==> src/rtl/rom_arbiter_pkg.sv <==
// Shared instruction defines and tag-owner encodings for the ROM arbiter.
// Provides `INST_NOP, the fetch bubble injected whenever no fetch data is valid.
`ifndef INST_NOP
`define INST_NOP 32'h00000013
`endif

package rom_arbiter_pkg;

  typedef enum logic {
    OWN_IF = 1'b0,
    OWN_LS = 1'b1
  } owner_e;

  localparam logic [31:0] INST_NOP_WORD = `INST_NOP;
  localparam int          RD_LAT_MAX    = 3;

endpackage

==> src/rtl/arb_tag_pipe.sv <==
// RD_LAT-deep {valid, owner} shift register tracking in-flight ROM reads.
// kill clears the valid bit of every entry (including the one being pushed) owned by kill_owner.
module arb_tag_pipe
  import rom_arbiter_pkg::*;
#(
  parameter int RD_LAT = 1
) (
  input  logic   clk,
  input  logic   rst_n,
  input  logic   push_valid,
  input  owner_e push_owner,
  input  logic   kill,
  input  owner_e kill_owner,
  output logic   out_valid,
  output owner_e out_owner
);

  logic [RD_LAT-1:0] vld;
  owner_e            own [RD_LAT];

  always_ff @(posedge clk or negedge rst_n) begin
    if (!rst_n) begin
      vld <= '0;
      for (int i = 0; i < RD_LAT; i++) own[i] <= OWN_IF;
    end else begin
      vld[0] <= push_valid & ~(kill && (push_owner == kill_owner));
      own[0] <= push_owner;
      for (int i = 1; i < RD_LAT; i++) begin
        vld[i] <= vld[i-1] & ~(kill && (own[i-1] == kill_owner));
        own[i] <= own[i-1];
      end
    end
  end

  assign out_valid = vld[RD_LAT-1];
  assign out_owner = own[RD_LAT-1];

endmodule

==> src/rtl/rom_arbiter.sv <==
// Single-port instruction ROM arbiter: load/store over fetch, fixed-latency data return routing.
// Optional starvation guard for fetch is enabled with `define ROM_ARB_FAIR_EN.
module rom_arbiter
  import rom_arbiter_pkg::*;
#(
  parameter int AW         = 32,
  parameter int DW         = 32,
  parameter int RD_LAT     = 1,
  parameter int STARVE_MAX = 4
) (
  input  logic          clk,
  input  logic          rst,
  input  logic          if_req_i,
  input  logic [AW-1:0] if_addr_i,
  output logic          if_gnt_o,
  output logic          if_rvalid_o,
  output logic [DW-1:0] if_rdata_o,
  input  logic          ls_req_i,
  input  logic [AW-1:0] ls_addr_i,
  output logic          ls_gnt_o,
  output logic          ls_rvalid_o,
  output logic [DW-1:0] ls_rdata_o,
  input  logic          flush_i,
  output logic          rom_en_o,
  output logic [AW-1:0] rom_addr_o,
  input  logic [DW-1:0] rom_rdata_i,
  output logic          hold_if_o
);

  // Out-of-range parameters instantiate a module that does not exist, stopping elaboration.
  if (RD_LAT < 1 || RD_LAT > RD_LAT_MAX || STARVE_MAX < 1) begin : g_bad_param
    rom_arbiter_illegal_parameter u_bad_param ();
  end

  logic   force_if;
  logic   tag_valid;
  owner_e tag_owner;

`ifdef ROM_ARB_FAIR_EN
  localparam int CW = $clog2(STARVE_MAX + 1);
  logic [CW-1:0] starve_cnt;

  always_ff @(posedge clk or negedge rst) begin
    if (!rst) begin
      starve_cnt <= '0;
    end else if (!if_req_i || if_gnt_o) begin
      starve_cnt <= '0;
    end else if (ls_gnt_o && !flush_i && (starve_cnt != CW'(STARVE_MAX))) begin
      starve_cnt <= starve_cnt + 1'b1;
    end
  end

  assign force_if = (starve_cnt == CW'(STARVE_MAX));
`else
  assign force_if = 1'b0;
`endif

  // Grants are forced low while reset is asserted so nothing reaches the ROM.
  always_comb begin
    if_gnt_o = 1'b0;
    ls_gnt_o = 1'b0;
    if (rst) begin
      if_gnt_o = if_req_i & ~flush_i & (~ls_req_i | force_if);
      ls_gnt_o = ls_req_i & ~if_gnt_o;
    end
  end

  assign hold_if_o  = rst & if_req_i & ~if_gnt_o;
  assign rom_en_o   = if_gnt_o | ls_gnt_o;
  assign rom_addr_o = if_gnt_o ? if_addr_i : (ls_gnt_o ? ls_addr_i : '0);

  arb_tag_pipe #(
    .RD_LAT(RD_LAT)
  ) u_tag_pipe (
    .clk       (clk),
    .rst_n     (rst),
    .push_valid(rom_en_o),
    .push_owner(ls_gnt_o ? OWN_LS : OWN_IF),
    .kill      (flush_i),
    .kill_owner(OWN_IF),
    .out_valid (tag_valid),
    .out_owner (tag_owner)
  );

  // A fetch word arriving during a flush belongs to a pre-flush request and is dropped too.
  assign if_rvalid_o = tag_valid & (tag_owner == OWN_IF) & ~flush_i;
  assign ls_rvalid_o = tag_valid & (tag_owner == OWN_LS);
  assign if_rdata_o  = if_rvalid_o ? rom_rdata_i : DW'(INST_NOP_WORD);
  assign ls_rdata_o  = ls_rvalid_o ? rom_rdata_i : '0;

endmodule
==> config.mk <==
export PLATFORM = sky130hd
export DESIGN_NAME = rom_arbiter
export DESIGN_NICKNAME = d
export VERILOG_FILES = /design/src/rtl/rom_arbiter_pkg.sv /design/src/rtl/arb_tag_pipe.sv /design/src/rtl/rom_arbiter.sv
export SDC_FILE = /design/constraint.sdc
export NUM_CORES = 1
export LEC_CHECK = 0
export BUFFER_PORTS_ARGS = -buffer_cell sky130_fd_sc_hd__clkbuf_2
export CAP_MARGIN = 10
export CORE_AREA = 4 4 77 79
export DETAILED_ROUTE_END_ITERATION = 6
export DIE_AREA = 0 0 81 83
export MAX_ROUTING_LAYER = met4
export PLACE_DENSITY = 0.78
export SETUP_SLACK_MARGIN = 0.4
export SYNTH_ARGS = -nofsm -noshare
export SYNTH_HDL_FRONTEND = slang
export SYNTH_SLANG_ARGS = --single-unit
==> constraint.sdc <==
create_clock -name clk -period 1.2 [get_ports clk]
set_clock_uncertainty 0.05 [all_clocks]
set_input_delay 0.12 -clock clk [delete_from_list [all_inputs] [get_ports clk]]
set_output_delay 0.12 -clock clk [all_outputs]
set_load 0.02 [all_outputs]
==> results.tsv, run 1 <==
stage	metric	value	unit
route	wl	11100	um
sta	fin_tns_setup	-19290	ps
sta	min_period	1590	ps
floorplanning	core-area	5340	um^2
status	violations	negative setup slack	
synthesis	yosysSeqAreaShare	0.0368	
floorplanning	ios	203	
critical_path	cp-start-kind	flip-flop	
sta	setup_ws	-389	ps
worst_hold_path	min_from	rst	
floorplanning	row_count	27	
clock_network	root_buffer	clkbuf_8	
floorplanning	die_area	6720	um^2
status	status	complete, but fails checks	
clock_network	numCtsBuffers	3	
place	placed_area	3210	um^2
finish	fillCellCount	234	
critical_path	crit_arrival	1420	ps
place	place.gp.congestion	0.810	
pwr	leakage	2.27	nW
global_route	grt.overflow.total	0	
pwr	power.total	1.93	mW
synthesis	syn_nets	297	
floorplanning	dieWidth	81	um
finish	seqCellArea	50.0	um^2
global_route	grt_pass1_vias	2801	
route	via_per_inst	5.29	
sta	setup_viol	72	
global_route	grt_util_all_layers	0.288	
route	detail-route-antenna-nets	0	
worst_hold_path	worst_hold_path.endpoint	u_tag_pipe.out_valid	
global_route	grt_max_degree	34	
place	dp_cells	454	
worst_hold_path	min_path_type	primary input to flip-flop	
clock_network	cts_tree	built	
critical_path	endpoint_kind	primary output	
critical_path	crit_start	u_tag_pipe.out_owner	
synthesis	ys_seq_elements	2	
finish	layout.nets	522	
global_route	grt_pass1_wl	14700	um
sta	rsz0062_at_grt	true	
clock_network	clock_path_buffers	2	
finish	antenna_cells	0	
synthesis	syn_inst	196	
sta	slew_headroom	0.838	
route	first_pass_iters	4	
finish	stdcell_area	4710	um^2
job	drv_cap	0	
finish	instances_no_fill	491	
synthesis	syn_area	1360	um^2
floorplanning	die_h	83	um
finish	fin_util	0.882	
pwr	irDropWorstVdd	0.598	mV
route	drt_iter0_markers	64	
route	num_vias	2598	
critical_path	cp_max_fo	8	
sta	slew_violations	0	
floorplanning	initial_core_util	0.255	
worst_hold_path	hold_depth	3	
synthesis	synth_warnings	0	
clock_network	cts.sinks	2	
clock_network	path_clk_slew	30	ps
sta	finalHoldViolCount	0	
route	wl_per_cell	22.6	um
sta	period_share	1.32	
clock_network	htreeDepth	1	
sta	maxClockFrequency	630	MHz
place	pre_cts_ws	-131	ps
critical_path	crit_type	flip-flop to primary output	
pwr	power_density	410	nW/um^2
sta	hold_ws	338	ps
synthesis	ys_types	18	
synthesis	syn_area_per_cell	6.93	um^2
route	drc	0	
finish	multi_input_area	2020	um^2
critical_path	crit_required	1030	ps
place	dp_hpwl	5570	um
sta	tightest_slew	242	ps
global_route	antenna_found_initial	0	
finish	area_delta_synth_final	246	%
place	numPortBuffers	202	
finish	drive_above_1_share	0.924	
[kinds of logic (layout without fill, tap and decap cells)]
kind of cell           Yosys count  count (layout)  synth area share
AO/OA/AOI/OAI                   35              35             0.195
buffers and inverters           26             249            0.0829
flip-flops                       2               2            0.0368
AND/OR/NAND/NOR                133             133             0.685
[area by class of cell]
class	instances	area share
well taps	72	0.0191
clock buffers	3	0.00877
multi-input cells	168	0.429
flip-flops and latches	2	0.0106
repair buffers	246	0.532
[Yosys cell counts (all sizes together)]
cell / instances / area share
buf: 6 / 0.024
o211a: 1 / 0.0074
nand2b: 2 / 0.0092
a21boi: 32 / 0.18
nand4bb: 32 / 0.27
or2b: 1 / 0.0055
and3b: 1 / 0.0064
dfrtp: 2 / 0.037
o21a: 2 / 0.011
nand2: 32 / 0.088
nor3b: 1 / 0.014
and2: 31 / 0.14
clkbuf: 20 / 0.059
and3: 32 / 0.15
nor2b: 1 / 0.0064
[power breakdown]
| group | leakage [nW] | switching, mW | internal, mW | total (mW) |
|---|---|---|---|---|
| Sequential | 0.0255 | 0.00289 | 0.0719 | 0.0748 |
| Combinational | 2.22 | 0.678 | 0.902 | 1.58 |
| Clock | 0.0216 | 0.0599 | 0.213 | 0.273 |
[repair_timing]
| item | CTS | global route |
|---|---|---|
| pin swaps | 50 | 24 |
| endpoints found under the hold margin | 2 | 0 |
| gates resized for setup | 136 | 126 |
| hold buffers | 1 | 0 |
| buffers inserted | 12 | 1 |
| setup endpoints to repair | 102 | 102 |
| gates cloned | 17 | 3 |
[registers in the layout, summed over array words and instances (netlist names)]
register / flops
u_tag_pipe.out_owner: 1
u_tag_pipe.out_valid: 1
[worst max path at each step]
stage / cells past startpoint / to
after floorplan: 3 / if_rdata_o[22]
after global placement: 4 / if_rdata_o[10]
after detailed placement: 4 / if_rdata_o[10]
after CTS: 5 / if_rdata_o[25]
after global routing: 5 / if_rdata_o[16]
final: 5 / if_rdata_o[16]
[metal layers]
metal / share of wire / global-route usage / vias to the layer above
li1: - / - / 1156
met5: 0 / - / -
met4: 0.054 / 0.132 / 0
met3: 0.069 / 0.0456 / 52
met1: 0.33 / 0.276 / 1226
met2: 0.55 / 0.544 / 164
[critical path: stages (launching register included)]
cell,delay [ps]
dfrtp_1,390
nor3b_4,240
buf_6,150
clkbuf_16,140
and2_2,150
buf_6,120
[placed cells by master, fill, tap and decap left out]
master	instances
clkbuf_4	1
nand2_1	17
nand2b_1	2
buf_4	8
or2b_1	1
dfrtp_1	2
buf_8	25
a21boi_4	20
buf_16	17
nor3b_4	1
o211a_4	1
and2_4	21
o21a_1	1
buf_6	37
clkbuf_8	15
nand4bb_1	8
and3_2	32
nor2b_4	1
buf_12	9
nand4bb_4	24
dlygate4sd3_1	1
nand2_2	15
clkbuf_16	7
clkbuf_2	129
and3b_2	1
a21boi_2	12
o21a_4	1
and2_2	10
No activity file was read; power rests on OpenSTA's default activity.
==> run 2: changes to the inputs <==
--- a/config.mk
+++ b/config.mk
@@ -5,14 +5,17 @@
 export SDC_FILE = /design/constraint.sdc
 export NUM_CORES = 1
 export LEC_CHECK = 0
+export ABC_AREA = 1
 export BUFFER_PORTS_ARGS = -buffer_cell sky130_fd_sc_hd__clkbuf_2
 export CAP_MARGIN = 10
 export CORE_AREA = 4 4 77 79
+export CTS_BUF_LIST = sky130_fd_sc_hd__clkbuf_4 sky130_fd_sc_hd__clkbuf_8
 export DETAILED_ROUTE_END_ITERATION = 6
 export DIE_AREA = 0 0 81 83
 export MAX_ROUTING_LAYER = met4
-export PLACE_DENSITY = 0.78
+export PLACE_DENSITY = 0.73
 export SETUP_SLACK_MARGIN = 0.4
 export SYNTH_ARGS = -nofsm -noshare
 export SYNTH_HDL_FRONTEND = slang
+export SYNTH_HIERARCHICAL = 1
 export SYNTH_SLANG_ARGS = --single-unit
==> run 2 against run 1 <==
Compared with the run above: the flow still finishes with violations (negative setup slack); maximum frequency rose by 4.9%; hold slack got worse by 21 ps; non-clock buffer count fell by 1; clock-buffer cell count did not move; area after synthesis fell by 19%; sequential share of layout area rose by 0.051 points; synthesized cell count rose by 19%; power fell by 7.5%; setup slack improved by 75 ps; critical endpoint is now if_rdata_o[1]; highest routed layer unchanged.
==> results.tsv, run 2 <==
stage	metric	value	unit	change
status	status	complete, but fails checks		
status	violations	negative setup slack		
place	dp_hpwl	5130	um	-7.9%
synthesis	synth_edf_count	0		unchanged
synthesis	yosysSeqAreaShare	0.0455		+0.00867
critical_path	cp-start-kind	flip-flop		
global_route	grt.overflow.total	0		unchanged
sta	setup_ws	-314	ps	+74.6 ps
finish	layout.nets	570		+9.2%
route	via_per_inst	4.61		-13%
synthesis	synth_warnings	6		+6
finish	fin_util	0.842		-0.0401
global_route	grt_util_all_layers	0.259		-0.0294
pwr	power.total	1.78	mW	-7.5%
route	wl	9840	um	-11%
critical_path	crit_required	1030	ps	about the same
sta	period_share	1.26		-0.0622
clock_network	path_clk_slew	30	ps	about the same
global_route	antenna_found_initial	1		+1
sta	rsz0062_at_grt	true		
floorplanning	die_h	83	um	unchanged
sta	min_period	1510	ps	-74.6 ps
route	wl_met2	5560	um	-8.8%
finish	stdcell_area	4490	um^2	-4.5%
synthesis	synth-xor-area-share	0		unchanged
synthesis	ys_types	14		-4
global_route	grt_max_degree	34		unchanged
pwr	power_density	397	nW/um^2	-3.1%
synthesis	synthMuxAreaShare	0		unchanged
route	topRoutingLayerUsed	met4		
clock_network	htreeDepth	1		unchanged
global_route	grt_pass1_vias	2716		-3.0%
critical_path	cp_max_fo	4		-4
sta	hold_ws	316	ps	-21.3 ps
synthesis	ys_seq_elements	2		unchanged
synthesis	synth_compound_area_frac	0		-0.195
sta	slew_violations	0		unchanged
place	place.gp.congestion	0.750		-7.3%
route	first_pass_iters	4		unchanged
route	num_vias	2492		-4.1%
finish	final_common_cell	clkbuf_2		
clock_network	clock_path_buffers	2		unchanged
finish	final_cell_mix	97 x clkbuf_2, 47 x buf_8, 42 x buf_4		
synthesis	ys_async_sr_fraction	1.00		unchanged
synthesis	synth_top_family_by_area	simple AND/OR/NAND/NOR gates		
synthesis	synth_fa_ha_area_frac	0		unchanged
floorplanning	dieWidth	81	um	unchanged
critical_path	endpoint_kind	primary output		
place	dp_cells	508		+12%
floorplanning	die_area	6720	um^2	unchanged
sta	setup_viol	71		-1.4%
floorplanning	ios	203		unchanged
synthesis	yosysMostFrequentCell	nand2_1		
synthesis	synthFlopType	dfrtp_1		
synthesis	synth_largest_area_cell	nand2_1		
job	drv_cap	0		unchanged
synthesis	syn_area_per_cell	4.72	um^2	-32%
floorplanning	row_count	27		unchanged
place	numPortBuffers	202		unchanged
synthesis	synth-simple-area-share	0.710		+0.0248
clock_network	root_buffer	clkbuf_8		
sta	finalHoldViolCount	0		unchanged
floorplanning	core-area	5340	um^2	unchanged
clock_network	cts.sinks	2		unchanged
place	pre_cts_ws	-21.1	ps	+110 ps
finish	drive_above_1_share	0.784		-0.140
sta	fin_tns_setup	-12010	ps	+7280 ps
place	placed_area	2870	um^2	-11%
critical_path	crit_type	flip-flop to primary output		
route	detail-route-antenna-nets	0		unchanged
synthesis	syn_inst	233		+19%
route	drc	0		unchanged
global_route	grt_pass1_wl	13300	um	-9.8%
critical_path	crit_arrival	1340	ps	-80 ps
route	wl_per_cell	18.2	um	-19%
finish	instances_no_fill	540		+10%
synthesis	synth_commonest_cells	76 x nand2_1, 52 x nor2_1, 40 x inv_1		
pwr	leakage	2.24	nW	-1.3%
route	wl_met3	907	um	+18%
synthesis	synth_top_area_share	0.259		-0.00581
synthesis	synthTopCellsByArea	nand2_1 26%, nor2_1 18%, nand3_1 15%		
sta	maxClockFrequency	661	MHz	+4.9%
pwr	irDropWorstVdd	0.284	mV	-52%
clock_network	cts_tree	built		
floorplanning	initial_core_util	0.206		-0.0485
finish	area_delta_synth_final	308	%	
worst_hold_path	min_path_type	primary input to flip-flop		
route	drt_iter0_markers	61		-4.7%
route	wl_met1	3050	um	-16%
clock_network	numCtsBuffers	3		unchanged
synthesis	syn_area	1100	um^2	-19%
-- run 2: cell types whose count changed in the layout (fill, tap and decap cells not counted), moves of 22 or more --
| cell | delta |
|---|---|
| nand4bb_4 | -24 |
| nor2_4 | +28 |
| and3_2 | -32 |
| buf_4 | +34 |
| nor2_1 | +30 |
| nand3_4 | +30 |
| inv_1 | +36 |
| clkbuf_2 | -32 |
| nand2_4 | +33 |
| buf_8 | +22 |
-- run 2: final cells by class --
class	instances	area, um^2
inverter	41	179
clock buffer	3	41.3
fill	279	846
sequential	2	50.0
multi-input combinational	176	1650
tap	72	90.1
antenna	1	2.50
timing repair buffer	245	2480
-- run 2: logic make-up after synthesis --
family        count (synthesis)
simple gates                174
other cells                   1
flops                         2
buf+inv                      56
-- run 2: path summary, 6_finish.rpt --
kind | startpoint | cells past startpoint | slack [ps] | to
max | u_tag_pipe/out_valid | 5 | -310 | if_rdata_o[1]
min | flush_i | 5 | 320 | u_tag_pipe/out_valid
max in group asynchronous | rst | 3 | 680 | u_tag_pipe/out_owner
min in group asynchronous | rst | 3 | 330 | u_tag_pipe/out_valid
-- run 2: critical path, stage by stage (launching register included) --
cell	delay, ps
dfrtp_1	350
inv_2	60
buf_6	110
nor3_4	310
nand2_1	110
buf_2	180
-- run 2: report_power, final --
part	leakage [nW]	switching (mW)	internal, mW
combinational	2.19	0.722	0.714
sequential	0.0259	0.00367	0.0721
clock	0.0216	0.0591	0.213
total	2.24	0.785	0.999
-- run 2: repair_timing --
action / CTS / global route
endpoints found under the hold margin: 2 / 0
pin swaps: 54 / 16
hold buffers: 1 / 0
setup endpoints to repair: 103 / 103
resized for setup: 187 / 168
gates cloned: 9 / 3
setup buffers: 13 / 2
-- run 2: layer usage --
metal | track usage | up-vias
li1 | - | 1162
met1 | 0.245 | 1154
met2 | 0.502 | 150
met3 | 0.0531 | 26
met4 | 0.0814 | 0
met5 | - | -
==> run 3: changes to the inputs <==
--- a/config.mk
+++ b/config.mk
@@ -6,14 +6,14 @@
 export NUM_CORES = 1
 export LEC_CHECK = 0
 export ABC_AREA = 1
-export BUFFER_PORTS_ARGS = -buffer_cell sky130_fd_sc_hd__clkbuf_2
 export CAP_MARGIN = 10
 export CORE_AREA = 4 4 77 79
 export CTS_BUF_LIST = sky130_fd_sc_hd__clkbuf_4 sky130_fd_sc_hd__clkbuf_8
 export DETAILED_ROUTE_END_ITERATION = 6
 export DIE_AREA = 0 0 81 83
+export DONT_BUFFER_PORTS = 1
 export MAX_ROUTING_LAYER = met4
-export PLACE_DENSITY = 0.73
+export PLACE_DENSITY = 0.4
 export SETUP_SLACK_MARGIN = 0.4
 export SYNTH_ARGS = -nofsm -noshare
 export SYNTH_HDL_FRONTEND = slang
==> run 3 against run 2 <==
Compared with the run above: highest routed layer unchanged; clock-buffer cell count stayed put; sequential power is essentially flat; global-route usage shrank 9.2 points; flip-flop and latch count unchanged; largest cell class is now multi-input gates; non-clock buffer count fell by 158; the run still ends with negative setup slack left; power is 31% lower; critical path depth stayed put; wire length is 37% lower; critical endpoint is now ls_rdata_o[8].
==> results.tsv, run 3 (synthesis gave the netlist of run 2 again) <==
stage	metric	value	unit	change
finish	area_delta_synth_final	182	%	
finish	seqCellArea	50.0	um^2	unchanged
route	drc	0		unchanged
critical_path	crit_type	flip-flop to primary output		
critical_path	endpoint	ls_rdata_o[8]		
floorplanning	core-area	5340	um^2	unchanged
route	wl_per_cell	16.2	um	-11%
global_route	grt_pass1_vias	1637		-40%
floorplanning	dieWidth	81	um	unchanged
route	drt_iter0_markers	15		-75%
worst_hold_path	min_from	flush_i		
sta	setup_viol	66		-7.0%
critical_path	crit_required	1030	ps	about the same
status	status	complete, but fails checks		
finish	antenna_cells	0		-1
sta	min_period	1440	ps	-77.7 ps
sta	setup_ws	-236	ps	+77.7 ps
pwr	power_frac_seq	0.062		+0.020
finish	multi_input_area	1690	um^2	+2.6%
place	numPortBuffers	0		-100%
clock_network	cts.sinks	2		unchanged
finish	final_cell_mix	37 x inv_1, 35 x nand2_1, 34 x nand2_4, 34 x buf_4		
route	first_pass_iters	4		unchanged
global_route	antenna_found_initial	0		-1
place	place.gp.congestion	0.785		+4.6%
global_route	grt_max_degree	24		-29%
critical_path	cp_cell_sequence	buf_6 -> nand2_2 -> buf_12 -> nor2_1 -> buf_4		
global_route	grt_pass1_wl	8630	um	-35%
finish	layout.nets	412		-28%
floorplanning	die_area	6720	um^2	unchanged
critical_path	crit_arrival	1270	ps	-70 ps
route	num_vias	1707		-32%
sta	finalHoldViolCount	0		unchanged
pwr	switchingPower	0.585	mW	-25%
floorplanning	die_h	83	um	unchanged
finish	final_common_cell	inv_1		
global_route	grt.overflow.total	0		unchanged
critical_path	slowest_delay	400	ps	+50 ps
pwr	power.total	1.23	mW	-31%
pwr	power_frac_comb	0.721		-0.084
sta	period_share	1.20		-0.0647
critical_path	cp_max_fo	23		+19
sta	maxClockFrequency	696	MHz	+5.4%
critical_path	cp_num_buf_inv	3		unchanged
clock_network	path_clk_slew	30	ps	about the same
sta	rsz0062_at_grt	true		
route	detail-route-antenna-nets	0		unchanged
route	wl	6160	um	-37%
clock_network	numCtsBuffers	3		unchanged
floorplanning	ios	203		unchanged
worst_hold_path	hold_depth	3		-2
pwr	netSwitchingFraction	0.476		+0.0366
floorplanning	row_count	27		unchanged
job	drv_cap	0		unchanged
clock_network	cts_tree	built		
status	violations	negative setup slack		
route	via_per_inst	4.48		-2.9%
critical_path	endpoint_kind	primary output		
finish	fillCellCount	488		+75%
pwr	power.internal	0.643	mW	-36%
clock_network	clock_path_buffers	2		unchanged
pwr	power_density	395	nW/um^2	-0.39%
critical_path	slowest_stage	dfrtp_1		
floorplanning	initial_core_util	0.206		unchanged
sta	hold_ws	54.9	ps	-261 ps
clock_network	root_buffer	clkbuf_8		
pwr	leakage	1.35	nW	-40%
finish	drive_above_1_share	0.667		-0.117
critical_path	crit_cells	5		unchanged
critical_path	cp-start-kind	flip-flop		
critical_path	crit_start	u_tag_pipe/out_owner		
sta	slew_violations	0		unchanged
global_route	grt_util_all_layers	0.166		-0.0922
pwr	irDropWorstVdd	0.208	mV	-27%
critical_path	crit_family	buffers and inverters		
worst_hold_path	min_path_type	primary input to flip-flop		
place	dp_hpwl	4490	um	-12%
clock_network	htreeDepth	1		unchanged
pwr	clock_power_share	0.217		+0.065
==> run 3: changes by cell type in the layout (fill, tap and decap cells not counted), moves of 3 or more <==
cell,delta
clkbuf_2,-97
buf_8,-45
buf_6,+15
clkbuf_8,-14
buf_4,-8
nand2_2,-7
nand2_1,+6
nor2_1,-5
nor2_4,+5
buf_16,-4
clkbuf_16,-4
buf_2,-3
==> run 3: through the flow <==
step                std cells  area [um^2]  worst slack [ps]  TNS, ps   util
global route              381         3110              -311   -17030  0.582
CTS                       376         2810              -234   -13460  0.527
finish                    381         3110              -236   -13050  0.582
global placement          361         2310              2.63        0  0.432
floorplan                 234         1750              32.1        0      -
detailed placement        361         2310             -24.4     -151  0.432
==> run 3: layout make-up <==
cell class / instances / share of cell area
multi-input cells: 176 / 0.545
repair buffers: 87 / 0.342
clock buffers: 3 / 0.0133
flip-flops and latches: 2 / 0.0161
well taps: 72 / 0.0290
inverters: 41 / 0.0552
==> run 3: power groups by stage <==
stage	clock network, mW	registers [mW]	logic, mW
3_5_place_dp	0	0.0762	0.647
4_1_cts	0.279	0.0746	0.814
2_1_floorplan	0	0.0758	0.511
6_report	0.267	0.0760	0.886
5_1_grt	0.285	0.0769	0.941
3_3_place_gp	0	0.0761	0.645
==> run 3: worst min-delay path by stage <==
stage | endpoint | slack (ps)
CTS | u_tag_pipe/out_valid | 40
finish | u_tag_pipe/out_valid | 50
floorplan | u_tag_pipe/out_owner | -230
global route | u_tag_pipe/out_valid | 80
detailed placement | u_tag_pipe/out_valid | -230
global placement | u_tag_pipe/out_valid | -230
==> run 3: what timing repair did <==
item                       4_1_cts  5_1_grt
resized for setup               55       64
hold endpoints to repair         2        0
cloned                           6        2
setup buffers                    5        3
hold buffers                     1        0
pin swaps                       34       13
setup endpoints to repair      101      101
==> run 3: metal layers <==
layer	track usage	part of all wire	vias up
met2	0.308	0.56	108
li1	-	-	841
met3	0.0130	0.086	6
met5	-	0	-
met4	0.0461	0.013	0
met1	0.186	0.34	752
